**src/rtl/multicycle_control_pkg.sv**
```systemverilog
// Shared encodings for the nanoLADA multi-cycle control sequencer:
// opcodes, R-type funct codes, immediate-extension codes and FSM states.
package multicycle_control_pkg;

    localparam logic [5:0] OP_RTYPE = 6'h00;
    localparam logic [5:0] OP_J     = 6'h02;
    localparam logic [5:0] OP_BEQ   = 6'h04;
    localparam logic [5:0] OP_BNE   = 6'h05;
    localparam logic [5:0] OP_ADDI  = 6'h08;
    localparam logic [5:0] OP_ORI   = 6'h0d;
    localparam logic [5:0] OP_LUI   = 6'h0f;
    localparam logic [5:0] OP_LW    = 6'h23;
    localparam logic [5:0] OP_SW    = 6'h2b;

    localparam logic [5:0] FN_MUL = 6'h18;
    localparam logic [5:0] FN_DIV = 6'h1a;
    localparam logic [5:0] FN_ADD = 6'h20;
    localparam logic [5:0] FN_SUB = 6'h22;
    localparam logic [5:0] FN_AND = 6'h24;
    localparam logic [5:0] FN_OR  = 6'h25;
    localparam logic [5:0] FN_XOR = 6'h26;
    localparam logic [5:0] FN_SLT = 6'h2a;

    localparam logic [1:0] EXT_ZERO  = 2'b00;
    localparam logic [1:0] EXT_SIGN  = 2'b01;
    localparam logic [1:0] EXT_UPPER = 2'b10;

    typedef enum logic [2:0] {
        ST_FETCH,
        ST_DECODE,
        ST_EXEC,
        ST_MEM,
        ST_WB,
        ST_HALT
    } state_e;

    function automatic logic is_legal(input logic [5:0] op, input logic [5:0] fn,
                                      input logic muldiv_en);
        logic ok;
        ok = 1'b0;
        case (op)
            OP_RTYPE: begin
                case (fn)
                    FN_ADD, FN_SUB, FN_AND, FN_OR, FN_XOR, FN_SLT: ok = 1'b1;
                    FN_MUL, FN_DIV: ok = muldiv_en;
                    default: ok = 1'b0;
                endcase
            end
            OP_J, OP_BEQ, OP_BNE, OP_ADDI, OP_ORI, OP_LUI, OP_LW, OP_SW: ok = 1'b1;
            default: ok = 1'b0;
        endcase
        return ok;
    endfunction

endpackage

```
**src/rtl/multicycle_control_mem_watchdog.sv**
```systemverilog
// Memory-handshake watchdog: counts stalled FETCH/MEM cycles and flags a timeout.
module mem_watchdog #(
    parameter int MEM_TIMEOUT = 255
) (
    input  logic clk,
    input  logic rst_n,
    input  logic waiting,
    input  logic clear,
    output logic expired
);
    localparam int CNT_W = (MEM_TIMEOUT > 0) ? $clog2(MEM_TIMEOUT + 1) : 1;

    logic [CNT_W-1:0] cnt_q, cnt_d;

    always_comb begin
        cnt_d = cnt_q;
        if (clear) begin
            cnt_d = '0;
        end else if (waiting) begin
            cnt_d = cnt_q + CNT_W'(1);
        end
    end

    // Fires in the stalled cycle whose increment would bring the count to MEM_TIMEOUT.
    always_comb begin
        expired = (MEM_TIMEOUT != 0) && waiting && (cnt_q == CNT_W'(MEM_TIMEOUT - 1));
    end

    always_ff @(posedge clk or negedge rst_n) begin
        if (!rst_n) begin
            cnt_q <= '0;
        end else begin
            cnt_q <= cnt_d;
        end
    end

endmodule

```
**src/rtl/multicycle_control.sv**
```systemverilog
// Multi-cycle control sequencer (FETCH/DECODE/EXEC/MEM/WB/HALT) for the nanoLADA datapath.
// Define MULTICYCLE_CONTROL_MULDIV_EN to enable multi-cycle MUL/DIV via alu_start/alu_done.
module multicycle_control #(
    parameter int ALU_OPS_W   = 6,
    parameter int MEM_TIMEOUT = 255
) (
    input  logic                 clk,
    input  logic                 rst_n,
    input  logic [5:0]           opcode,
    input  logic [5:0]           funct,
    input  logic                 z_flag,
    input  logic                 mem_ready,
    input  logic                 alu_done,
    output logic                 pc_wr,
    output logic                 ir_wr,
    output logic                 sel_pc,
    output logic                 sel_addpc,
    output logic                 sel_wr,
    output logic                 sel_b,
    output logic                 sel_data,
    output logic                 reg_wr,
    output logic                 mem_rd,
    output logic                 mem_wr,
    output logic                 mem_addr_sel,
    output logic [1:0]           ext_ops,
    output logic [ALU_OPS_W-1:0] alu_ops,
    output logic                 alu_start,
    output logic                 instr_done,
    output logic                 illegal,
    output logic                 bus_err
);
    import multicycle_control_pkg::*;

`ifdef MULTICYCLE_CONTROL_MULDIV_EN
    localparam logic MULDIV_EN = 1'b1;
`else
    localparam logic MULDIV_EN = 1'b0;
`endif

    state_e     state_q, state_d;
    logic       illegal_q, illegal_d, bus_err_q, bus_err_d, busy_q, busy_d;
    logic       waiting, wd_clear, expired;
    logic       is_rtype, is_muldiv, drive_fields;
    logic [5:0] alu_code;
    logic [1:0] ext_code;

    assign is_rtype  = (opcode == OP_RTYPE);
    assign is_muldiv = MULDIV_EN && is_rtype && ((funct == FN_MUL) || (funct == FN_DIV));

    always_comb begin
        alu_code = 6'h00;
        ext_code = EXT_ZERO;
        case (opcode)
            OP_RTYPE:              alu_code = funct;
            OP_ORI:                alu_code = FN_OR;
            OP_LUI:                begin alu_code = FN_OR;  ext_code = EXT_UPPER; end
            OP_BEQ, OP_BNE:        begin alu_code = FN_SUB; ext_code = EXT_SIGN;  end
            OP_ADDI, OP_LW, OP_SW: begin alu_code = FN_ADD; ext_code = EXT_SIGN;  end
            default: ;
        endcase
    end

    always_comb begin
        state_d      = state_q;
        illegal_d    = illegal_q;
        bus_err_d    = bus_err_q;
        busy_d       = 1'b0;
        drive_fields = 1'b0;
        pc_wr        = 1'b0;
        ir_wr        = 1'b0;
        sel_pc       = 1'b0;
        sel_addpc    = 1'b0;
        sel_wr       = 1'b0;
        sel_b        = 1'b0;
        sel_data     = 1'b0;
        reg_wr       = 1'b0;
        mem_rd       = 1'b0;
        mem_wr       = 1'b0;
        mem_addr_sel = 1'b0;
        ext_ops      = EXT_ZERO;
        alu_ops      = '0;
        alu_start    = 1'b0;
        instr_done   = 1'b0;

        case (state_q)
            ST_FETCH: begin
                mem_rd = 1'b1;
                if (mem_ready) begin
                    ir_wr   = 1'b1;
                    pc_wr   = 1'b1;
                    state_d = ST_DECODE;
                end else if (expired) begin
                    bus_err_d = 1'b1;
                    state_d   = ST_HALT;
                end
            end
            ST_DECODE: begin
                drive_fields = 1'b1;
                if (!is_legal(opcode, funct, MULDIV_EN)) begin
                    illegal_d = 1'b1;
                    state_d   = ST_HALT;
                end else if (opcode == OP_J) begin
                    pc_wr      = 1'b1;
                    sel_pc     = 1'b1;
                    instr_done = 1'b1;
                    state_d    = ST_FETCH;
                end else begin
                    state_d = ST_EXEC;
                end
            end
            ST_EXEC: begin
                drive_fields = 1'b1;
                case (opcode)
                    OP_BEQ, OP_BNE: begin
                        sel_addpc  = 1'b1;
                        pc_wr      = (opcode == OP_BEQ) ? z_flag : !z_flag;
                        instr_done = 1'b1;
                        state_d    = ST_FETCH;
                    end
                    OP_LW, OP_SW: state_d = ST_MEM;
                    default: begin
                        if (is_muldiv) begin
                            // busy_q marks EXEC cycles after the start pulse
                            alu_start = !busy_q;
                            if (alu_done) begin
                                state_d = ST_WB;
                            end else begin
                                busy_d = 1'b1;
                            end
                        end else begin
                            state_d = ST_WB;
                        end
                    end
                endcase
            end
            ST_MEM: begin
                drive_fields = 1'b1;
                mem_addr_sel = 1'b1;
                mem_rd       = (opcode == OP_LW);
                mem_wr       = (opcode == OP_SW);
                if (mem_ready) begin
                    if (opcode == OP_SW) begin
                        instr_done = 1'b1;
                        state_d    = ST_FETCH;
                    end else begin
                        state_d = ST_WB;
                    end
                end else if (expired) begin
                    bus_err_d = 1'b1;
                    state_d   = ST_HALT;
                end
            end
            ST_WB: begin
                drive_fields = 1'b1;
                reg_wr       = 1'b1;
                sel_wr       = is_rtype;
                sel_data     = (opcode == OP_LW);
                instr_done   = 1'b1;
                state_d      = ST_FETCH;
            end
            default: ;
        endcase

        if (drive_fields) begin
            alu_ops = ALU_OPS_W'(alu_code);
            ext_ops = ext_code;
            sel_b   = is_rtype;
        end

        // FETCH would otherwise drive mem_rd while reset is held.
        if (!rst_n) begin
            pc_wr        = 1'b0;
            ir_wr        = 1'b0;
            sel_pc       = 1'b0;
            sel_addpc    = 1'b0;
            sel_wr       = 1'b0;
            sel_b        = 1'b0;
            sel_data     = 1'b0;
            reg_wr       = 1'b0;
            mem_rd       = 1'b0;
            mem_wr       = 1'b0;
            mem_addr_sel = 1'b0;
            ext_ops      = EXT_ZERO;
            alu_ops      = '0;
            alu_start    = 1'b0;
            instr_done   = 1'b0;
        end
    end

    assign waiting  = ((state_q == ST_FETCH) || (state_q == ST_MEM)) && !mem_ready;
    assign wd_clear = mem_ready || (state_d != state_q);

    mem_watchdog #(.MEM_TIMEOUT(MEM_TIMEOUT)) u_watchdog (
        .clk     (clk),
        .rst_n   (rst_n),
        .waiting (waiting),
        .clear   (wd_clear),
        .expired (expired)
    );

    always_ff @(posedge clk or negedge rst_n) begin
        if (!rst_n) begin
            state_q   <= ST_FETCH;
            illegal_q <= 1'b0;
            bus_err_q <= 1'b0;
            busy_q    <= 1'b0;
        end else begin
            state_q   <= state_d;
            illegal_q <= illegal_d;
            bus_err_q <= bus_err_d;
            busy_q    <= busy_d;
        end
    end

    assign illegal = illegal_q;
    assign bus_err = bus_err_q;

endmodule

```
**config.mk**
```make
export PLATFORM = sky130hd
export DESIGN_NAME = multicycle_control
export DESIGN_NICKNAME = d
export VERILOG_FILES = /design/src/rtl/multicycle_control_pkg.sv /design/src/rtl/multicycle_control_mem_watchdog.sv /design/src/rtl/multicycle_control.sv
export SDC_FILE = /design/constraint.sdc
export NUM_CORES = 1
export LEC_CHECK = 0
export ABC_AREA = 1
export CORE_ASPECT_RATIO = 0.75
export CORE_MARGIN = 4
export CORE_UTILIZATION = 35
export DETAILED_ROUTE_END_ITERATION = 10
export PLACE_DENSITY_LB_ADDON = 0.3
export REMOVE_ABC_BUFFERS = 1
export SLEW_MARGIN = 20
export SYNTH_ARGS = -nofsm -noshare
export SYNTH_HDL_FRONTEND = slang
export SYNTH_HIERARCHICAL = 1
export SYNTH_SLANG_ARGS = --single-unit
```
**constraint.sdc**
```tcl
create_clock -name clk -period 4.66 [get_ports clk]
set_clock_uncertainty 0.15 [all_clocks]
set_input_delay 0.699 -clock clk [delete_from_list [all_inputs] [get_ports clk]]
set_output_delay 0.699 -clock clk [all_outputs]
set_load 0.1 [all_outputs]
```
* Word-level counts from Yosys, hierarchy flattened
Index checks and enable logic that the tools add are counted.
Cells by class: add/subtract/negate cells 1, equality and inequality tests 20, muxes and demuxes 52, bitwise logic cells 2, reduce and logical (&&, ||, !) cells 20
Operators with widths (count):
- equality test 6 bit, second input constant | 8
- 2-to-1 mux 1 bit | 32
- case mux 6 bit (4 select lines) | 1
- equality test 6 x 4 -> 1 bit, second input constant | 3
- 2-to-1 mux 8 bit | 2
- 2-to-1 mux 3 bit | 5
- case mux 3 bit (5 select lines) | 1
- equality test 6 x 3 -> 1 bit, second input constant | 2
- 2-to-1 mux 6 bit | 2
- adder 8 x 1 -> 8 bit, second input constant | 1
- equality test 8 bit, second input constant | 1
- OR reduction 2 bit | 4
- OR reduction 8 bit | 1
- equality test 3 x 2 -> 1 bit, second input constant | 2
- equality test 6 x 2 -> 1 bit, second input constant | 1
- logical NOT 6 bit | 1
- 2-to-1 mux 2 bit | 3
- case mux 3 bit (2 select lines) | 1
- OR reduction 6 bit | 1
- OR reduction 5 bit | 1
- case mux 1 bit (2 select lines) | 2
- case mux 1 bit (4 select lines) | 1
- case mux 2 bit (2 select lines) | 1
- OR reduction 4 bit | 1
- 13 further kinds | 17
Word-level totals: register bits after elaboration 13, logic and storage cells 99

* Longest topological paths before layout
Gate-level depths: netlist of run 1.
word-level depth 10, mapped depth 18, depth with buffers taken out 18

* Modules after synthesis
The synthesis of run 1 kept the hierarchy.
By module, submodules not included:
- multicycle_control | instances 1, cells each 142, area an instance 825.8 um^2
- mem_watchdog | instances 1, cells each 64, area an instance 474.2 um^2

* Worst setup path after synthesis of run 1
No wires, ideal clock.
path kind input-to-output, start point input port rst_n, end point output port mem_wr, arrival time 5.136 ns, required time 3.811 ns, slack -1.325 ns, stages 4, path buffers 0, cell sequence inv_1 -> nor2_1 -> inv_1 -> nor4_1
On the way: cells in the longest elaborated chain, start to end 1
Ends and longest elaborated chain:
- start, declared | RTL line multicycle_control.sv:8 | input logic rst_n,
- 2-to-1 mux 1 bit | RTL line multicycle_control.sv:171 | if (!rst_n) begin
- end, declared | RTL line multicycle_control.sv:23 | output logic mem_wr,
Every way passes these cells.

* Final worst setup path of run 1
start point input port opcode[2], end point output port pc_wr
On the way: cells in the longest elaborated chain, start to end 7, elaborated cells on any way between the ends 19
Ends and longest elaborated chain:
- start, declared | RTL line multicycle_control.sv:9 | input logic [5:0] opcode,
- equality test 6 x 2 -> 1 bit (tied with other cells) | RTL line multicycle_control_pkg.sv:41, multicycle_control.sv:102
- OR reduction 8 bit | RTL line multicycle_control_pkg.sv:41 | case (op)
- case mux 1 bit (2 select lines) | RTL line multicycle_control_pkg.sv:41
- 2-to-1 mux 1 bit | RTL line multicycle_control.sv:85 | case (state_q)
- 2-to-1 mux 1 bit | RTL line multicycle_control.sv:99 | if (!is_legal(opcode, funct, MULDIV_EN)) begin
- case mux 1 bit (3 select lines) (*) | RTL line multicycle_control.sv:85
- 2-to-1 mux 1 bit (*) | RTL line multicycle_control.sv:171
- end, declared | RTL line multicycle_control.sv:14 | output logic pc_wr,
Every way passes the cells marked *; elsewhere a longest branch is shown, timed or not. The select of a mux whose other input is x is not followed.

==> impl_results.md, run 1 <==
* Minimum clock period at 3.40 ns
* Top post-synthesis cells by area: dfrtp_1, nand2_1, nor2_1
* Fin nets at 268
* Sequential cell area fraction in the yosys report at 0.250
* DR WL/cell at 11.3 µm
* EDFF count, synth at 0
* Number of routed nets with antenna violations at 0
* Pins Over Slew Limit at 0
* Share of the synthesized area in the top cell type at 0.250
* Sw Share at 0.536
* CTS root buffer: clkbuf_8
* Setup-failing EPs final at 0
* R2R depth at 16
* Placement Setup Slack at 1.09 ns
* Die height at 60.8 µm
* Synth warn at 6
* Mapped cell area at 1300 µm²
* Slew @ Worst Pin at 0.969 ns
* R2r endpoint: u_watchdog/cnt_q[7]
* Worst EP arrival at 2.55 ns
* P per Cell Area at 381 nW/µm²
* Avg Cell Area, Syn at 6.31 µm²
* Mean number of vias per cell at 4.69
* FP Rows at 18
* Worst VDD drop at 0.211 mV
* Multi-input logic area at 825 µm²
* Hold WC Path Type: reg2reg
* Fmax at 294 MHz
* Leakage at 0.845 nW
* Slew HR at 0.352
* Ys flop type: dfrtp_1
* #FFs+latches synth at 13
* Detailed-placement wirelength estimate at 2.78 mm
* DIE AREA at 4760 µm²
* Crit path kind: in2out
* GR Overflow Total at 0
* Initial Util at 0.380
* Diode count at 0
* Hold Crit Depth at 1
* CP max stage delay at 0.57 ns
* Post-synthesis compound-gate area fraction at 0.0934
* Largest family of logic cells by synthesized area: simple AND/OR/NAND/NOR gates
* Multiplexer share of the synthesized area at 0
* Hold Startpoint: bus_err
* Switch Pwr at 0.355 mW
* Period utilization at 0.729
* Layout cells sized above 1 at 0.226
* Clock slew at reported path FFs at 0.05 ns
* Initial antenna violation count at 0
* Fin. Hold Viols at 0
* Max clock buf depth at 2
* Final wirelength at 3.37 mm
* P&R area growth vs syn at 33.5%
* Synth unique cells at 37
* Flop pwr share at 0.235
* Pint at 0.306 mW
* Worst-Skew Late Latency at 0.24 ns
* Number of remaining DRC errors at 0
* # IOs at 40
* First-pass GRT wire length at 5.74 mm
* Worst r2r src: state_q[0]
* MaxCap Viol Count at 0
* Drt first-iter violations at 94
* Core area at 3420 µm²
* H-tree levels at 1
* CP cell instances: clkdlybuf4s50_1, inv_2, nor2_2, nand3_1, nor2_1, inv_1, o211ai_1, nand2_1, inv_1, buf_4
* Commonest cells post-synth: nand2_1, nor2_1, inv_1
* Largest net degree at the start of global routing at 18
* Area leader, netlist: dfrtp_1
* PortBufs at 37
* Worst Hold Path EP: bus_err
* Cts bufs inserted at 3
* Synth Area in XOR/XNOR at 0.00674
* Top-count cell post-synth: nand2_1
* RSZ-0062 raised after global routing: false
* Clock Sink Count at 13
* CTS resizes at 0
* Status: complete, no violations
* Worst-path fanout max at 5
* Cell repeated most along the worst path: inv_1
* Width of the chip at 78.4 µm
* Crit path launch type: input port
* Drt pass-1 iters at 4
* R2R Setup Slk at 1.46 ns
* Gate power share at 0.614
* CTS Hold Buffers Added at 0
* CTS tree: yes
* Fill count at 346
* Critical path capture point type: output pin
* Slowest-stage cell, CP: clkdlybuf4s50_1
* Simple-gate portion of the synthesized area at 0.512
* Setup Fix Bufs, Post-CTS at 0
* CP required at 3.81 ns
* Total GRT Usage at 0.150
* Register area at 325 µm²
* Routability congestion estimate at 0.869
* PnR worst setup slack at 1.26 ns
* Total number of vias at 1,399
* Total power at 0.661 mW
* Adder-cell share of the synthesized area at 0.0192
* Power share of the clock group at 0.151
* Post-Syn Instances at 206
* Number of global-route vias before repair at 1,191
* Post-synthesis async set-or-reset flop share at 1.00
==> flip-flops by register name, indices dropped and copies added, names as in the netlist <==
name and count:
u_watchdog/cnt_q 8, state_q 3, bus_err 1, illegal 1
==> worst max-delay path by stage <==
stage	start	endpoint	slack, ns	cells after the start
floorplan	rst_n	mem_wr	-1.33	4
CTS	opcode[2]	pc_wr	1.29	10
finish	opcode[2]	pc_wr	1.26	10
detailed placement	mem_ready	u_watchdog/cnt_q[7]	1.09	15
global route	mem_ready	u_watchdog/cnt_q[6]	1.09	15
global placement	mem_ready	u_watchdog/cnt_q[5]	1.11	15
==> logic make-up (layout without fill, tap and decap cells) <==
family          after synthesis  count (layout)
fa+ha+maj                     2               2
other cells                   1               1
flops                        13              13
xor+xnor                      1               1
compound gates               18              18
simple gates                132             132
buf+inv                      39              81
==> cell type report <==
type,instances,share of cell area
clock buffers,4,0.0260
repair buffers,39,0.193
multi-input cells,154,0.475
flip-flops and latches,13,0.187
well taps,50,0.0360
inverters,38,0.0822
==> power groups by stage <==
stage	clock [mW]	combinational, mW	sequential, mW
6_report	0.0998	0.406	0.156
5_1_grt	0.111	0.437	0.159
4_1_cts	0.103	0.405	0.155
3_5_place_dp	0	0.404	0.157
3_3_place_gp	0	0.403	0.157
2_1_floorplan	0	0.316	0.150
==> per-layer routing <==
metal	part of all wire	vias to the layer above	track usage	wire length, µm
li1	-	744	-	-
met1	0.54	606	0.247	1830
met4	0	0	0.00748	0
met3	0.092	0	0.0401	310
met2	0.36	49	0.195	1230
met5	0	-	0	0
==> per-stage QoR <==
| stage | util | instances | cell area [µm²] | TNS [ns] | hold slack, ns |
|---|---|---|---|---|---|
| 5_1_grt | 0.507 | 298 | 1740 | 0 | 0.354 |
| 3_3_place_gp | 0.494 | 294 | 1690 | 0 | 0.296 |
| 3_5_place_dp | 0.494 | 294 | 1690 | 0 | 0.302 |
| 2_1_floorplan | - | 205 | 1290 | -1.33 | 0.253 |
| 4_1_cts | 0.507 | 298 | 1740 | 0 | 0.319 |
| 6_report | 0.507 | 298 | 1740 | 0 | 0.315 |
==> cell usage in the layout (no fill, tap or decap), types with 2 or more instances in the layout <==
| cell | instances |
|---|---|
| nand3_1 | 21 |
| dfrtp_1 | 13 |
| clkdlybuf4s50_1 | 17 |
| nor2_2 | 6 |
| buf_4 | 22 |
| clkbuf_8 | 3 |
| nand4_2 | 3 |
| nor3_1 | 4 |
| a21oi_2 | 2 |
| inv_2 | 6 |
| nor2_1 | 35 |
| inv_1 | 31 |
| o22ai_1 | 2 |
| nand3_2 | 3 |
| nor3_2 | 2 |
| nand2_1 | 43 |
| nand4_1 | 3 |
| a21oi_1 | 5 |
| ha_1 | 2 |
| nor2_4 | 4 |
| o211ai_1 | 2 |
==> critical path: cells and delay by family <==
kind / cells / cell delay [ns]
AOI/OAI and AO/OA: 1 / 0.16
and+or+nand+nor: 4 / 0.60
buffers and inverters: 5 / 1.08
(Power assumes the default switching activity.)
==> inputs of run 2 (changes only) <==
==> constraint.sdc (replaced) <==
create_clock -name clk -period 2.7 [get_ports clk]
set_clock_uncertainty 0.15 [all_clocks]
set_input_delay 0.405 -clock clk [delete_from_list [all_inputs] [get_ports clk]]
set_output_delay 0.405 -clock clk [all_outputs]
set_load 0.1 [all_outputs]
==> impl_results.md, run 2 (synthesized netlist as in run 1, its figures left out) <==
* Period utilization at 0.952
* Final wirelength at 3.97 mm (+18%)
* Drt first-iter violations at 74 (-21%)
* Leakage at 1.08 nW (+27%)
* # IOs at 40 (unchanged)
* Routability congestion estimate at 0.873 (+0.46%)
* Clock slew at reported path FFs at 0.05 ns (about the same)
* Worst setup path start: state_q[0]
* CTS tree: yes
* Fmax at 389 MHz
* P per Cell Area at 628 nW/µm² (+65%)
* P&R area growth vs syn at 72.9%
* Worst r2r src: state_q[1]
* Commonest non-fill, non-tap cell in the layout: nand2_1
* FP Rows at 18 (unchanged)
* Initial Util at 0.380 (unchanged)
* First-pass GRT wire length at 6.48 mm (+13%)
* Biggest regs: u_watchdog/cnt_q (8), state_q (3)
* CP cell instances: buf_4, buf_4, nor3_4, inv_1, nand4_2, nand2_4, or2_4, nand2_1, buf_12
* Setup-failing EPs final at 0 (unchanged)
* Crit path to: alu_ops[0]
* DR WL/cell at 12.2 µm (+8.2%)
* R2R Setup Slk at 0.14 ns (-1.32 ns)
* Total number of vias at 1,536 (+9.8%)
* PortBufs at 37 (unchanged)
* H-tree levels at 1 (unchanged)
* Die height at 60.8 µm (unchanged)
* CTS root buffer: clkbuf_8
* Clock Sink Count at 13 (unchanged)
* Number of routed nets with antenna violations at 0 (unchanged)
* Crit path launch type: flop
* Total GRT Usage at 0.173 (+0.0234)
* Detailed-placement wirelength estimate at 3.26 mm (+17%)
* PnR worst setup slack at 0.129 ns (-1.13 ns)
* Fin nets at 295 (+10%)
* Max clock buf depth at 2 (unchanged)
* Critical path capture point type: output pin
* CTS Hold Buffers Added at 0 (unchanged)
* Max reg flops at 8 (unchanged)
* Cts bufs inserted at 3 (unchanged)
* Worst VDD drop at 0.471 mV (+120%)
* Slowest-stage cell, CP: dfrtp_1
* Mean number of vias per cell at 4.73 (+0.67%)
* Initial antenna violation count at 0 (unchanged)
* Minimum clock period at 2.57 ns
* Diode count at 0 (unchanged)
* Drt pass-1 iters at 4 (unchanged)
* Total power at 1.41 mW (+110%)
* MaxCap Viol Count at 0 (unchanged)
* CP max stage delay at 0.41 ns (-0.16 ns)
* Crit path kind: reg2out
* Placement Setup Slack at -0.210 ns (-1.30 ns)
* Number of remaining DRC errors at 0 (unchanged)
* Final TNS setup at 0 ns (unchanged)
* Pins Over Slew Limit at 0 (unchanged)
* Worst-path fanout max at 5 (unchanged)
* Number of global-route vias before repair at 1,400 (+18%)
* Fin. Hold Viols at 0 (unchanged)
* R2R depth at 15 (-1)
* Worst-Skew Late Latency at 0.24 ns (about the same)
* Worst EP arrival at 2.02 ns (-0.53 ns)
* Hold WC Path Type: reg2reg
* Width of the chip at 78.4 µm (unchanged)
* Layout cells sized above 1 at 0.342 (+0.116)
* Largest net degree at the start of global routing at 10 (-8)
* Most frequent cells in the layout: nand2_1, nor2_1, inv_1, buf_4, buf_12
* Status: complete, no violations
* Cell repeated most along the worst path: buf_4
* CP required at 2.14 ns (-1.67 ns)
* Utilization after layout at 0.656 (+0.149)
* Core area at 3420 µm² (unchanged)
* Largest Register: u_watchdog/cnt_q
* GR Overflow Total at 0 (unchanged)
* R2r endpoint: u_watchdog/cnt_q[5]
* DIE AREA at 4760 µm² (unchanged)
run 2: changes by cell type in the layout (fill, tap and decap cells not counted), sizes merged:
| cell | delta |
|---|---|
| buf | +29 |
| clkdlybuf4s50 | -4 |
| dlymetal6s2s | +2 |
run 2: repair_timing:
action,4_1_cts,5_1_grt
setup buffers,0,3
endpoints found under the setup margin,4,10
pin swaps,0,5
gates resized for setup,1,15
run 2: worst max-delay path, delay by kind of cell (launching register included):
| family | cells | cell delay, ns |
|---|---|---|
| DFF | 1 | 0.41 |
| and+or+nand+nor | 5 | 0.81 |
| buffers and inverters | 4 | 0.57 |
run 2: through the flow:
step,cell area (µm²),instances,hold slack [ns]
global route,2250,325,0.351
detailed placement,2120,318,0.303
finish,2250,325,0.314
CTS,2170,322,0.318
floorplan,1290,205,-0.0406
global placement,2120,318,0.299
run 2: final cells by class:
| cell class | count | area (µm²) |
|---|---|---|
| Tap cell | 50 | 62.6 |
| Multi-Input combinational cell | 154 | 883 |
| Clock buffer | 4 | 45.0 |
| Inverter | 38 | 143 |
| Sequential cell | 13 | 325 |
| Timing Repair Buffer | 66 | 788 |
| Fill cell | 306 | 1180 |
run 2: how the worst min path moves through the flow:
stage,startpoint,to,slack [ns],cells after the start
detailed placement,bus_err,bus_err,0.30,1
CTS,bus_err,bus_err,0.32,1
global placement,bus_err,bus_err,0.30,1
global route,bus_err,bus_err,0.35,1
finish,bus_err,bus_err,0.31,1
floorplan,rst_n,bus_err,-0.04,0
run 2: metal layers:
metal	up-vias	wire, µm	track usage	share of wire
met3	0	266	0.0341	0.067
met5	-	0	0	0
met1	695	2010	0.256	0.51
met4	0	0	0.0150	0
met2	48	1690	0.272	0.43
li1	793	-	-	-
run 2: power by group:
| group | leakage, nW | internal (mW) | switching (mW) |
|---|---|---|---|
| Combinational | 0.883 | 0.400 | 0.600 |
| Sequential | 0.172 | 0.221 | 0.0244 |
| Clock | 0.0228 | 0.104 | 0.0614 |
==> inputs of run 3 (changes only) <==
--- a/config.mk
+++ b/config.mk
@@ -12,6 +12,7 @@
 export DETAILED_ROUTE_END_ITERATION = 10
 export PLACE_DENSITY_LB_ADDON = 0.3
 export REMOVE_ABC_BUFFERS = 1
+export SKIP_CTS_REPAIR_TIMING = 1
 export SLEW_MARGIN = 20
 export SYNTH_ARGS = -nofsm -noshare
 export SYNTH_HDL_FRONTEND = slang
==> impl_results.md, run 3 (synthesized netlist as in run 1, its figures left out) <==
* Status: complete, no violations
* Minimum clock period at 2.63 ns (+0.0639 ns)
* Hold WC Path Type: reg2reg
* # IOs at 40 (unchanged)
* Commonest non-fill, non-tap cell in the layout: nand2_1
* Die height at 60.8 µm (unchanged)
* Routability congestion estimate at 0.873 (unchanged)
* Hold Crit Depth at 1 (unchanged)
* GRT Max-Usage Layer: met2
* Pint at 0.714 mW (-1.4%)
* CP cell instances: nor2_2, nand2_1, a21oi_2, nand3_1, nor3_2, or2_4, nor2_1, o41ai_1, inv_1, nand3_2, nor2_4, nor2_4, nand3_1, nand2_1, nor2_1
* Final Cell Area at 2210 µm² (-1.6%)
* Worst Hold Path EP: bus_err
* Clock slew at reported path FFs at 0.05 ns (about the same)
* FP Rows at 18 (unchanged)
* Layout cells sized above 1 at 0.332 (-0.00970)
* Top delay family on crit path: simple AND/OR/NAND/NOR gates
* Pins Over Slew Limit at 0 (unchanged)
* Number of global-route vias before repair at 1,395 (-0.36%)
* Sw Share at 0.486 (about the same)
* Placement Setup Slack at -0.210 ns (unchanged)
* CTS root buffer: clkbuf_8
* PnR worst setup slack at 0.0654 ns (-0.0639 ns)
* Initial Util at 0.380 (unchanged)
* DIE AREA at 4760 µm² (unchanged)
* Max reg flops at 8 (unchanged)
* Critical path capture point type: flop
* Width of the chip at 78.4 µm (unchanged)
* GRT met3 Usage at 0.0341 (unchanged)
* Hold Startpoint: bus_err
* Most frequent cells in the layout: nand2_1, nor2_1, inv_1
* Final TNS setup at 0 ns (unchanged)
* Total number of vias at 1,551 (+0.98%)
* Detailed-placement wirelength estimate at 3.26 mm (unchanged)
* CP required at 2.67 ns (+0.53 ns)
* GR Overflow Total at 0 (unchanged)
* Number of remaining DRC errors at 0 (unchanged)
* Biggest regs: u_watchdog/cnt_q (8), state_q (3)
* Power share of the clock group at 0.119 (+0.002)
* Fill count at 313 (+2.3%)
* DR WL/cell at 12.1 µm (-1.3%)
* Leakage at 1.05 nW (-2.3%)
* Clock Sink Count at 13 (unchanged)
* Mean number of vias per cell at 4.79 (+1.3%)
* Worst-path fanout max at 5 (unchanged)
* R2R depth at 15 (unchanged)
* Drt pass-1 iters at 5 (+1)
* Largest net degree at the start of global routing at 10 (unchanged)
* H-tree levels at 1 (unchanged)
* PortBufs at 37 (unchanged)
* Max clock buf depth at 2 (unchanged)
* First-pass GRT wire length at 6.39 mm (-1.4%)
* Crit path kind: reg2reg
* M2 GR Usage at 0.263 (-0.00854)
* Core area at 3420 µm² (unchanged)
* Worst VDD drop at 0.516 mV (+9.7%)
* Crit path launch type: flop
* Flop pwr share at 0.177 (+0.003)
* Final wirelength at 3.91 mm (-1.6%)
* Placed inst area at 2120 µm² (unchanged)
* Bufs and invs on worst path at 1 (-3)
* Worst setup path start: state_q[1]
* Drt first-iter violations at 92 (+24%)
* Fin nets at 294 (-0.34%)
* Initial antenna violation count at 0 (unchanged)
* Fin. Hold Viols at 0 (unchanged)
* P per Cell Area at 629 nW/µm² (+0.23%)
* Largest Register: u_watchdog/cnt_q
* MaxCap Viol Count at 0 (unchanged)
* Global-route met1 utilization at 0.254 (-0.00179)
* Fmax at 380 MHz (-2.4%)
* CP max stage delay at 0.43 ns (+0.02 ns)
* Diode count at 0 (unchanged)
* Number of routed nets with antenna violations at 0 (unchanged)
* Gate power share at 0.705 (-0.004)
* R2R Setup Slk at 0.07 ns (-0.07 ns)
* Period utilization at 0.976 (+0.0237)
* Switch Pwr at 0.677 mW (-1.4%)
* Worst-Skew Late Latency at 0.24 ns (about the same)
* Worst r2r src: state_q[1]
* Total GRT Usage at 0.170 (-0.00289)
* Setup-failing EPs final at 0 (unchanged)
* Cts bufs inserted at 3 (unchanged)
* Slowest-stage cell, CP: dfrtp_1
* R2r endpoint: u_watchdog/cnt_q[7]
* P&R area growth vs syn at 70.1%
* Worst EP arrival at 2.61 ns (+0.59 ns)
* CTS tree: yes
==> run 3: final cells by class <==
type,instances,area (µm²),area share
multi-input cells,154,855,0.387
repair buffers,65,781,0.353
clock buffers,4,45.0,0.0204
inverters,38,143,0.0645
flip-flops and latches,13,325,0.147
well taps,50,62.6,0.0283
==> run 3: worst max-delay path by stage <==
stage / depth (start not counted) / to
after global placement: 14 / u_watchdog/cnt_q[5]
final: 15 / u_watchdog/cnt_q[7]
after global routing: 18 / u_watchdog/cnt_q[5]
after CTS: 16 / u_watchdog/cnt_q[0]
after detailed placement: 15 / u_watchdog/cnt_q[0]
after floorplan: 5 / mem_wr
==> run 3: per-layer routing <==
metal / up-vias / wire (µm) / share of wire
li1: 795 / - / -
met1: 703 / 2010 / 0.51
met2: 53 / 1660 / 0.43
met3: 0 / 232 / 0.059
met4: 0 / 0 / 0
met5: - / 0 / 0
==> run 3: power by group through the flow <==
stage | registers, mW | logic [mW] | clock network (mW)
3_3_place_gp | 0.247 | 0.919 | 0
3_5_place_dp | 0.248 | 0.931 | 0
5_1_grt | 0.247 | 1.06 | 0.183
4_1_cts | 0.245 | 0.935 | 0.171
6_report | 0.246 | 0.981 | 0.165
2_1_floorplan | 0.259 | 0.545 | 0
==> run 3: per-stage QoR <==
| step | power [mW] | instances | hold slack [ns] | utilization |
|---|---|---|---|---|
| global route | 1.49 | 324 | 0.351 | 0.646 |
| CTS | 1.35 | 322 | 0.318 | 0.631 |
| finish | 1.39 | 324 | 0.313 | 0.646 |
| floorplan | 0.805 | 205 | -0.0406 | - |
| detailed placement | 1.18 | 318 | 0.303 | 0.618 |
| global placement | 1.17 | 318 | 0.299 | 0.618 |
